### src/rtl/alu_arbiter.sv
// ---------------------------------------------------------------------------
// alu_arbiter
//   Shares one combinational ALU between two valid/ready requesters using
//   round-robin arbitration. The ALU result is captured in a single-entry
//   output register with valid/ready backpressure. Accept and drain can
//   happen in the same cycle, so one op per cycle is sustained while the
//   consumer is ready.
//
// Ports
//   clk, rst_n                  clock, async active-low reset
//   reqN_valid/ready            requester N handshake (N = 0, 1)
//   reqN_a, reqN_b, reqN_op     requester N operands and ALUOp
//   res_valid/ready             result handshake
//   res_data, res_id, res_zero  registered result, source index, zero flag
//   op_count                    accepted-operation counter (wraps)
// ---------------------------------------------------------------------------
module alu_arbiter #(
  parameter int WIDTH = 32,
  parameter int CNT_W = 16
) (
  input  logic             clk,
  input  logic             rst_n,
  input  logic             req0_valid,
  output logic             req0_ready,
  input  logic [WIDTH-1:0] req0_a,
  input  logic [WIDTH-1:0] req0_b,
  input  logic [2:0]       req0_op,
  input  logic             req1_valid,
  output logic             req1_ready,
  input  logic [WIDTH-1:0] req1_a,
  input  logic [WIDTH-1:0] req1_b,
  input  logic [2:0]       req1_op,
  output logic             res_valid,
  input  logic             res_ready,
  output logic [WIDTH-1:0] res_data,
  output logic             res_id,
  output logic             res_zero,
  output logic [CNT_W-1:0] op_count
);

  typedef struct packed {
    logic [WIDTH-1:0] a;
    logic [WIDTH-1:0] b;
    logic [2:0]       op;
  } req_t;

  localparam logic [2:0] OP_AND = 3'b000;
  localparam logic [2:0] OP_OR  = 3'b001;
  localparam logic [2:0] OP_ADD = 3'b010;
  localparam logic [2:0] OP_SUB = 3'b110;
  localparam logic [2:0] OP_SLT = 3'b111;

  req_t [1:0]       req;
  logic [1:0]       vld;
  logic [1:0]       rdy;
  logic             gnt_vld;
  logic             gnt_idx;
  logic             can_accept;
  logic             accept;
  req_t             sel;
  logic [WIDTH-1:0] alu_res;

  logic             res_valid_q, res_valid_d;
  logic [WIDTH-1:0] res_data_q,  res_data_d;
  logic             res_id_q,    res_id_d;
  logic             res_zero_q,  res_zero_d;
  logic             last_q,      last_d;
  logic [CNT_W-1:0] cnt_q,       cnt_d;

  assign req[0] = '{a: req0_a, b: req0_b, op: req0_op};
  assign req[1] = '{a: req1_a, b: req1_b, op: req1_op};
  assign vld    = {req1_valid, req0_valid};

  // Round-robin: on contention the requester that did not win last time
  // gets the ALU; a lone requester always wins.
  assign gnt_vld = |vld;
  assign gnt_idx = (&vld) ? ~last_q : vld[1];

  assign can_accept = !res_valid_q || res_ready;

  // rst_n gates ready so no handshake can complete while reset is held.
  genvar gi;
  generate
    for (gi = 0; gi < 2; gi++) begin : g_rdy
      assign rdy[gi] = rst_n && can_accept && gnt_vld && (gnt_idx == gi[0]);
    end
  endgenerate

  assign req0_ready = rdy[0];
  assign req1_ready = rdy[1];
  assign accept     = |(vld & rdy);
  assign sel        = req[gnt_idx];

  always_comb begin
    alu_res = '0;
    unique case (sel.op)
      OP_AND:  alu_res = sel.a & sel.b;
      OP_OR:   alu_res = sel.a | sel.b;
      OP_ADD:  alu_res = sel.a + sel.b;
      OP_SUB:  alu_res = sel.a - sel.b;
      OP_SLT:  alu_res = {{(WIDTH-1){1'b0}}, (sel.a < sel.b)};
      default: alu_res = '0;
    endcase
  end

  always_comb begin
    res_valid_d = res_valid_q;
    res_data_d  = res_data_q;
    res_id_d    = res_id_q;
    res_zero_d  = res_zero_q;
    last_d      = last_q;
    cnt_d       = cnt_q;
    if (accept) begin
      // Covers both a fresh load and drain+load in the same cycle.
      res_valid_d = 1'b1;
      res_data_d  = alu_res;
      res_id_d    = gnt_idx;
      res_zero_d  = (alu_res == '0);
      last_d      = gnt_idx;
      cnt_d       = cnt_q + 1'b1;
    end else if (res_valid_q && res_ready) begin
      res_valid_d = 1'b0;
    end
  end

  always_ff @(posedge clk or negedge rst_n) begin
    if (!rst_n) begin
      res_valid_q <= 1'b0;
      res_data_q  <= '0;
      res_id_q    <= 1'b0;
      res_zero_q  <= 1'b1;
      last_q      <= 1'b1;
      cnt_q       <= '0;
    end else begin
      res_valid_q <= res_valid_d;
      res_data_q  <= res_data_d;
      res_id_q    <= res_id_d;
      res_zero_q  <= res_zero_d;
      last_q      <= last_d;
      cnt_q       <= cnt_d;
    end
  end

  assign res_valid = res_valid_q;
  assign res_data  = res_data_q;
  assign res_id    = res_id_q;
  assign res_zero  = res_zero_q;
  assign op_count  = cnt_q;

endmodule

### config.mk
export PLATFORM = sky130hd
export DESIGN_NAME = alu_arbiter
export DESIGN_NICKNAME = d
export VERILOG_FILES = /design/src/rtl/alu_arbiter.sv
export SDC_FILE = /design/constraint.sdc
export NUM_CORES = 1
export LEC_CHECK = 0
export ABC_AREA = 1
export CAP_MARGIN = 20
export CORE_ASPECT_RATIO = 0.7
export CORE_UTILIZATION = 30
export DETAILED_ROUTE_END_ITERATION = 6
export HOLD_SLACK_MARGIN = 0.03
export PLACE_DENSITY_LB_ADDON = 0.05
export SYNTH_ARGS = -nofsm -noshare
export SYNTH_HDL_FRONTEND = slang
export SYNTH_SLANG_ARGS = --single-unit
export TNS_END_PERCENT = 10
### constraint.sdc
create_clock -name clk -period 3.2 [get_ports clk]
set_input_delay 0.64 -clock clk [delete_from_list [all_inputs] [get_ports clk]]
set_output_delay 0.64 -clock clk [all_outputs]
set_load 0.1 [all_outputs]
==> results of run 1 <==
[logic make-up (layout without fill, tap and decap cells)]
kind of cell / Yosys count / in the layout / share of synthesized area (%)
adders and majority gates: 98 / 98 / 14.2
AOI/OAI and AO/OA: 275 / 275 / 17.2
buffers and inverters: 312 / 917 / 14.4
and+or+nand+nor: 760 / 760 / 37.5
DFF: 52 / 52 / 14.9
xor gates and xnor gates: 18 / 18 / 1.80
[layout make-up]
| type | instances | area share (%) |
|---|---|---|
| multi-input cells | 1151 | 48.3 |
| repair buffers | 646 | 33.8 |
| flip-flops and latches | 52 | 7.98 |
| inverters | 262 | 6.13 |
| well taps | 371 | 2.84 |
| clock buffers | 5 | 0.766 |
| clock inverters | 3 | 0.168 |
| repair inverters | 1 | 0.0689 |
[sequential cells by signal, indices dropped and copies added (netlist names)]
| signal | count |
|---|---|
| last_q | 1 |
| op_count | 16 |
| res_data | 32 |
| res_id | 1 |
| res_valid | 1 |
| res_zero | 1 |
[through the flow]
step,area [µm²],power [W],std cells
5_1_grt,16300,0.00846,2491
6_report,16300,0.00799,2491
3_3_place_gp,13800,0.00630,2418
4_1_cts,15800,0.00765,2476
2_1_floorplan,8750,0.00389,1515
3_5_place_dp,13800,0.00632,2418
[cell usage in the layout (no fill, tap or decap), types with 14 or more instances in the layout]
cell	count
buf_6	24
inv_1	227
nand2_2	59
nor2_2	37
ha_1	55
a21oi_1	68
a21oi_2	32
nand2_4	32
buf_4	467
o21ai_0	38
nand3_1	91
nand2_1	330
nand4_1	14
nor2_1	115
ha_4	28
dfrtp_1	50
o21ai_4	21
clkdlybuf4s50_1	135
inv_2	32
nand3_2	22
buf_12	14
o21ai_2	40
o21ai_1	26
[where the power goes]
group | switching (W) | internal, W | total, W
clock network | 0.000260 | 0.000297 | 0.000557
registers | 0.000110 | 0.000813 | 0.000923
logic | 0.00387 | 0.00263 | 0.00651
total | 0.00424 | 0.00374 | 0.00799
[worst reg2reg max path: cells and delay by family, from the launching register on]
kind	cells	cell delay (ps)
adders and majority gates	1	170
buffers and inverters	14	1820
AOI/OAI and AO/OA	2	260
and+or+nand+nor	7	630
DFF	1	560
[routing by layer]
metal  vias up  part of all wire [%]
li1       6016                     -
met1      5411                    53
met2       366                    38
met3        10                   7.8
met4         0                  0.50
met5         -                     0
[worst max path at each step]
stage | from | endpoint | cells after the start
after CTS | last_q$_DFFE_PN1P_ | res_zero$_DFFE_PN1P_ | 26
after floorplan | req0_valid | res_zero$_DFFE_PN1P_ | 27
after global routing | last_q$_DFFE_PN1P_ | res_zero$_DFFE_PN1P_ | 23
after global placement | req0_valid | res_zero$_DFFE_PN1P_ | 23
final | last_q$_DFFE_PN1P_ | res_zero$_DFFE_PN1P_ | 24
after detailed placement | req0_valid | res_zero$_DFFE_PN1P_ | 23
[what timing repair did]
item | in CTS | in global routing
hold endpoints to repair | 0 | 0
gates resized for setup | 405 | 140
setup endpoints to repair | 32 | 31
cloned | 7 | 0
setup buffers | 44 | 19
pin swaps | 90 | 79
==> flow_summary.json, run 1 <==
{
  "crit_path_max_fanout": 8,
  "gr-usage-all-layers_pct": 27.8,
  "clock_sinks": 52,
  "wl_um": 42300,
  "violations": "setup timing",
  "tightest_slew_ps": 699,
  "clkLatencyLatePin_ps": 300,
  "synth_warnings": 0,
  "timing.rr.end": "res_zero$_DFFE_PN1P_",
  "met2_usage_pct": 38.6,
  "powerDensity_nw_per_um2": 489,
  "reg2reg_slack_ps": -290,
  "nFillCells": 2800,
  "cts_tree": "built",
  "drt_iter0_drc": 906,
  "overflow": 0,
  "die_h_um": 145,
  "p_leak_nw": 8.34,
  "wl_per_cell_um": 17.0,
  "rows": 51,
  "gp_congestion": 0.974,
  "r2r_start": "last_q$_DFFE_PN1P_",
  "worstSetupPathType": "reg2reg",
  "diodes": 0,
  "cp_top_family": "buffers and inverters",
  "cts_buffers": 5,
  "regArea_um2": 1300,
  "yosysMostFrequentCell": "nand2_1",
  "tns_ps": -2210,
  "period_needed_ps": 3490,
  "ys_types": 52,
  "setup_viol": 20,
  "multiInputGateArea_um2": 7890,
  "ios": 192,
  "grt_max_degree": 53,
  "start_kind": "register",
  "htreeDepth": 2,
  "finalNetCount": 2356,
  "antenna_found_initial": 0,
  "slew_violations": 0,
  "numPortBuffers": 191,
  "cp.arrival_ps": 3720,
  "hold_viol": 0,
  "dp_hpwl_um": 34500,
  "drcViolationCount": 0,
  "ctsRootBufferMaster": "clkbuf_16",
  "final_antenna_net_count": 0,
  "maxCapViolations": 0,
  "netlist.area_leader.share_pct": 17.1,
  "start_util_pct": 31.0,
  "pre_cts_ws_ps": -1430,
  "dr.pass1.iters": 5,
  "fin_crit_sh_pct": 109,
  "synthArstFlopShare_pct": 100,
  "clock_skew_ps": 7.56,
  "crit_path_frequent_cell": "buf_4",
  "cp_slowest_stage_delay_ps": 560,
  "die_area_um2": 29900,
  "ys_ff_latch": 52,
  "status": "finished with violations",
  "rr_worst_depth": 24,
  "area_growth_pct": 86.8,
  "fin_ws_ps": -290,
  "cpMaxStageDelayCell": "dfstp_2",
  "crit_chain": "nand2_4 -> nand2_8 -> buf_12 -> buf_12 -> o21ai_4 -> buf_4 -> buf_4 -> buf_4 -> buf_4 -> buf_4 -> buf_4 -> buf_4 -> buf_4 -> buf_4 -> buf_4 -> buf_4 -> ha_2 -> o2111ai_2 -> buf_6 -> nor2_1 -> nand3_1 -> nor2_2 -> nand4_1 -> nand2_1",
  "syn_nets": 1752,
  "yosys-top-cells-area": "nand2_1 17%, dfrtp_1 14%, ha_1 14%",
  "top_usage_layer": "met1",
  "post_synth_inst_count": 1515,
  "holdBufCountCts": 0,
  "use_met3_pct": 3.74,
  "yosys.area.top_type": "nand2_1",
  "viasPerCell": 4.74,
  "synth_ff_type": "dfrtp_1",
  "synth.top_cells.by_count": "398 x nand2_1, 255 x inv_1, 160 x nor2_1",
  "slew_headroom_pct": 53.2,
  "crit_buf_inv": 14,
  "worst_setup_path_end_kind": "register",
  "peakVddDrop_mv": 0.381,
  "fmax_mhz": 286,
  "whs_ps": 467,
  "yosysSeqAreaShare_pct": 14.9,
  "core_um2": 28200,
  "met1_usage_pct": 44.9,
  "grt_pass1_wl_um": 62400,
  "synth_area_um2": 8750,
  "synth_edf_count": 0,
  "num_vias": 11800,
  "clkTransAtPathRegs_ps": 70,
  "rsz0062_at_grt": "yes",
  "grt_pass1_vias": 10900,
  "die_w_um": 206,
  "fin_util_pct": 57.9,
  "synth.avg_cell_area_um2": 5.77,
  "worstHoldPathType": "in2async",
  "clock_path_buffers": 2,
  "critPathRequiredTime_ps": 3430,
  "drive_above_1_share_pct": 42.7
}
Note: power is estimated with default switching activity, not from simulation.
==> run 2, diff against run 1 <==
Settings changed: CELL_PAD_IN_SITES_DETAIL_PLACEMENT set to 1, CELL_PAD_IN_SITES_GLOBAL_PLACEMENT set to 1, CTS_CLUSTER_SIZE set to 20.
==> run 2 against run 1 <==
Effect of this change: the flow still finishes with violations (setup timing); worst hold slack better by 1.9 ps; design area is 2.5% higher; register-to-register slack better by 20 ps; setup slack better by 19 ps; clock-buffer cell count is 1 higher; wire length is 18% higher; total power is 5.4% higher; sequential power is 2% higher; combinational power is 6.3% higher; utilization is 1.4 points higher; die area stayed put; first-iteration DRC count is 13% lower; critical path type is now in2reg.
==> flow_summary.json, run 2 (synthesized netlist as in run 1, its figures left out) <==
{
  "rr_worst_depth": 25,
  "overflow": 0,
  "status": "finished with violations",
  "start_util_pct": 31.0,
  "clkTransAtPathRegs_ps": 70,
  "diodes": 0,
  "slew_violations": 0,
  "cts_buffers": 5,
  "slew_headroom_pct": 55.2,
  "clock_sinks": 52,
  "die_h_um": 145,
  "gp_congestion": 0.957,
  "wl_per_cell_um": 20.0,
  "core_um2": 28200,
  "grt_pass1_wl_um": 71300,
  "mostFrequentLayoutCells": "465 x buf_4, 314 x nand2_1, 214 x inv_1",
  "p_leak_nw": 8.40,
  "die_area_um2": 29900,
  "drt_iter0_drc": 784,
  "fin_crit_sh_pct": 108,
  "setup_viol": 20,
  "postPlaceCellArea_um2": 13900,
  "ctsRootBufferMaster": "clkbuf_16",
  "fmax_mhz": 288,
  "critPathRequiredTime_ps": 3440,
  "ios": 192,
  "hold_viol": 0,
  "pre_cts_ws_ps": -1350,
  "antenna_found_initial": 2,
  "whs_ps": 469,
  "final_antenna_net_count": 0,
  "final_common_cell": "buf_4",
  "final_area_um2": 16700,
  "dr.pass1.iters": 4,
  "drive_above_1_share_pct": 47.1,
  "rsz0062_at_grt": "yes",
  "worst_setup_path_end_kind": "register",
  "maxCapViolations": 0,
  "reg2reg_slack_ps": -270,
  "drcViolationCount": 0,
  "clock_path_buffers": 2,
  "finalNetCount": 2359,
  "fin_util_pct": 59.4,
  "cp.arrival_ps": 3710,
  "clock_skew_ps": 2.98,
  "cts_tree": "built",
  "violations": "setup timing",
  "clkLatencyLatePin_ps": 290,
  "tightest_slew_ps": 671,
  "finalPower_w": 0.00841,
  "start_kind": "primary input",
  "powerDensity_nw_per_um2": 502,
  "dp_hpwl_um": 38800,
  "htreeDepth": 2,
  "grt_pass1_vias": 12600,
  "area_growth_pct": 91.5,
  "worstSetupPathType": "in2reg",
  "peakVddDrop_mv": 0.349,
  "crit_path_max_fanout": 7,
  "grt_max_degree": 53,
  "gr-usage-all-layers_pct": 31.5,
  "num_vias": 12600,
  "timing.rr.end": "res_zero$_DFFE_PN1P_",
  "fin_ws_ps": -271,
  "viasPerCell": 5.05,
  "r2r_start": "last_q$_DFFE_PN1P_",
  "rows": 51,
  "worstHoldPathType": "in2async",
  "wl_um": 49800,
  "period_needed_ps": 3470,
  "die_w_um": 206,
  "largest_register_ffs": 32,
  "numPortBuffers": 191
}
run 2: cell types whose count changed in the layout (fill, tap and decap cells not counted), moves of 12 or more:
cell | previous run | this run
inv_1 | 227 | 214
nor2_2 | 37 | 49
o21ai_2 | 40 | 61
o21ai_4 | 21 | 8
nand2_2 | 59 | 72
nor2_1 | 115 | 94
nand2_1 | 330 | 314
run 2: layout make-up:
type,instances,area (µm²)
clock buffers,6,139
clock inverters,2,13.8
fillers,3604,11500
inverters,262,1010
multi-input cells,1151,8220
flip-flops and latches,52,1300
well taps,371,464
repair buffers,650,5600
run 2: worst max path at each step:
| stage | from | endpoint | cells past startpoint |
|---|---|---|---|
| floorplan | req0_valid | res_zero$_DFFE_PN1P_ | 27 |
| global placement | req0_valid | res_zero$_DFFE_PN1P_ | 24 |
| detailed placement | req0_valid | res_zero$_DFFE_PN1P_ | 23 |
| CTS | last_q$_DFFE_PN1P_ | res_zero$_DFFE_PN1P_ | 22 |
| global route | last_q$_DFFE_PN1P_ | res_zero$_DFFE_PN1P_ | 25 |
| finish | req0_valid | res_zero$_DFFE_PN1P_ | 26 |
run 2: timing repair:
item                                    CTS  global route
pin swaps                                97           104
hold buffers                              0             0
resized for setup                       425           225
endpoints found under the setup margin   32            31
setup buffers                            27            25
gates cloned                              3             1
run 2: routing by layer:
metal / track usage [%] / vias to the layer above / part of all wire (%)
li1: - / 6003 / -
met4: 5.03 / 0 / 1.1
met2: 48.4 / 371 / 43
met5: 0 / - / 0
met1: 46.7 / 6176 / 49
met3: 4.46 / 41 / 6.6
run 2: through the flow:
step	std cells	TNS, ps
2_1_floorplan	1515	-214
3_3_place_gp	2431	-27300
5_1_grt	2494	-5430
6_report	2494	-1920
3_5_place_dp	2431	-30440
4_1_cts	2468	-1260
run 2: worst max-delay path, stage by stage:
cell	delay [ps]
buf_2	120
nand2_4	90
nand2_8	110
buf_12	150
buf_16	140
buf_4	130
o21ai_2	120
buf_6	140
inv_4	40
buf_4	120
ha_2	180
inv_2	80
o21ai_2	70
a21oi_4	160
buf_4	140
a21oi_2	50
nand2_2	90
nand3_4	120
buf_6	150
o21ai_1	170
nand3_2	120
nor2_2	140
nand3_2	90
nor2_2	130
nand4_1	100
nand2_1	70
run 2: power breakdown:
part           switching (W)  internal, W
Combinational        0.00420      0.00273
Clock               0.000241     0.000313
Sequential          0.000125     0.000813
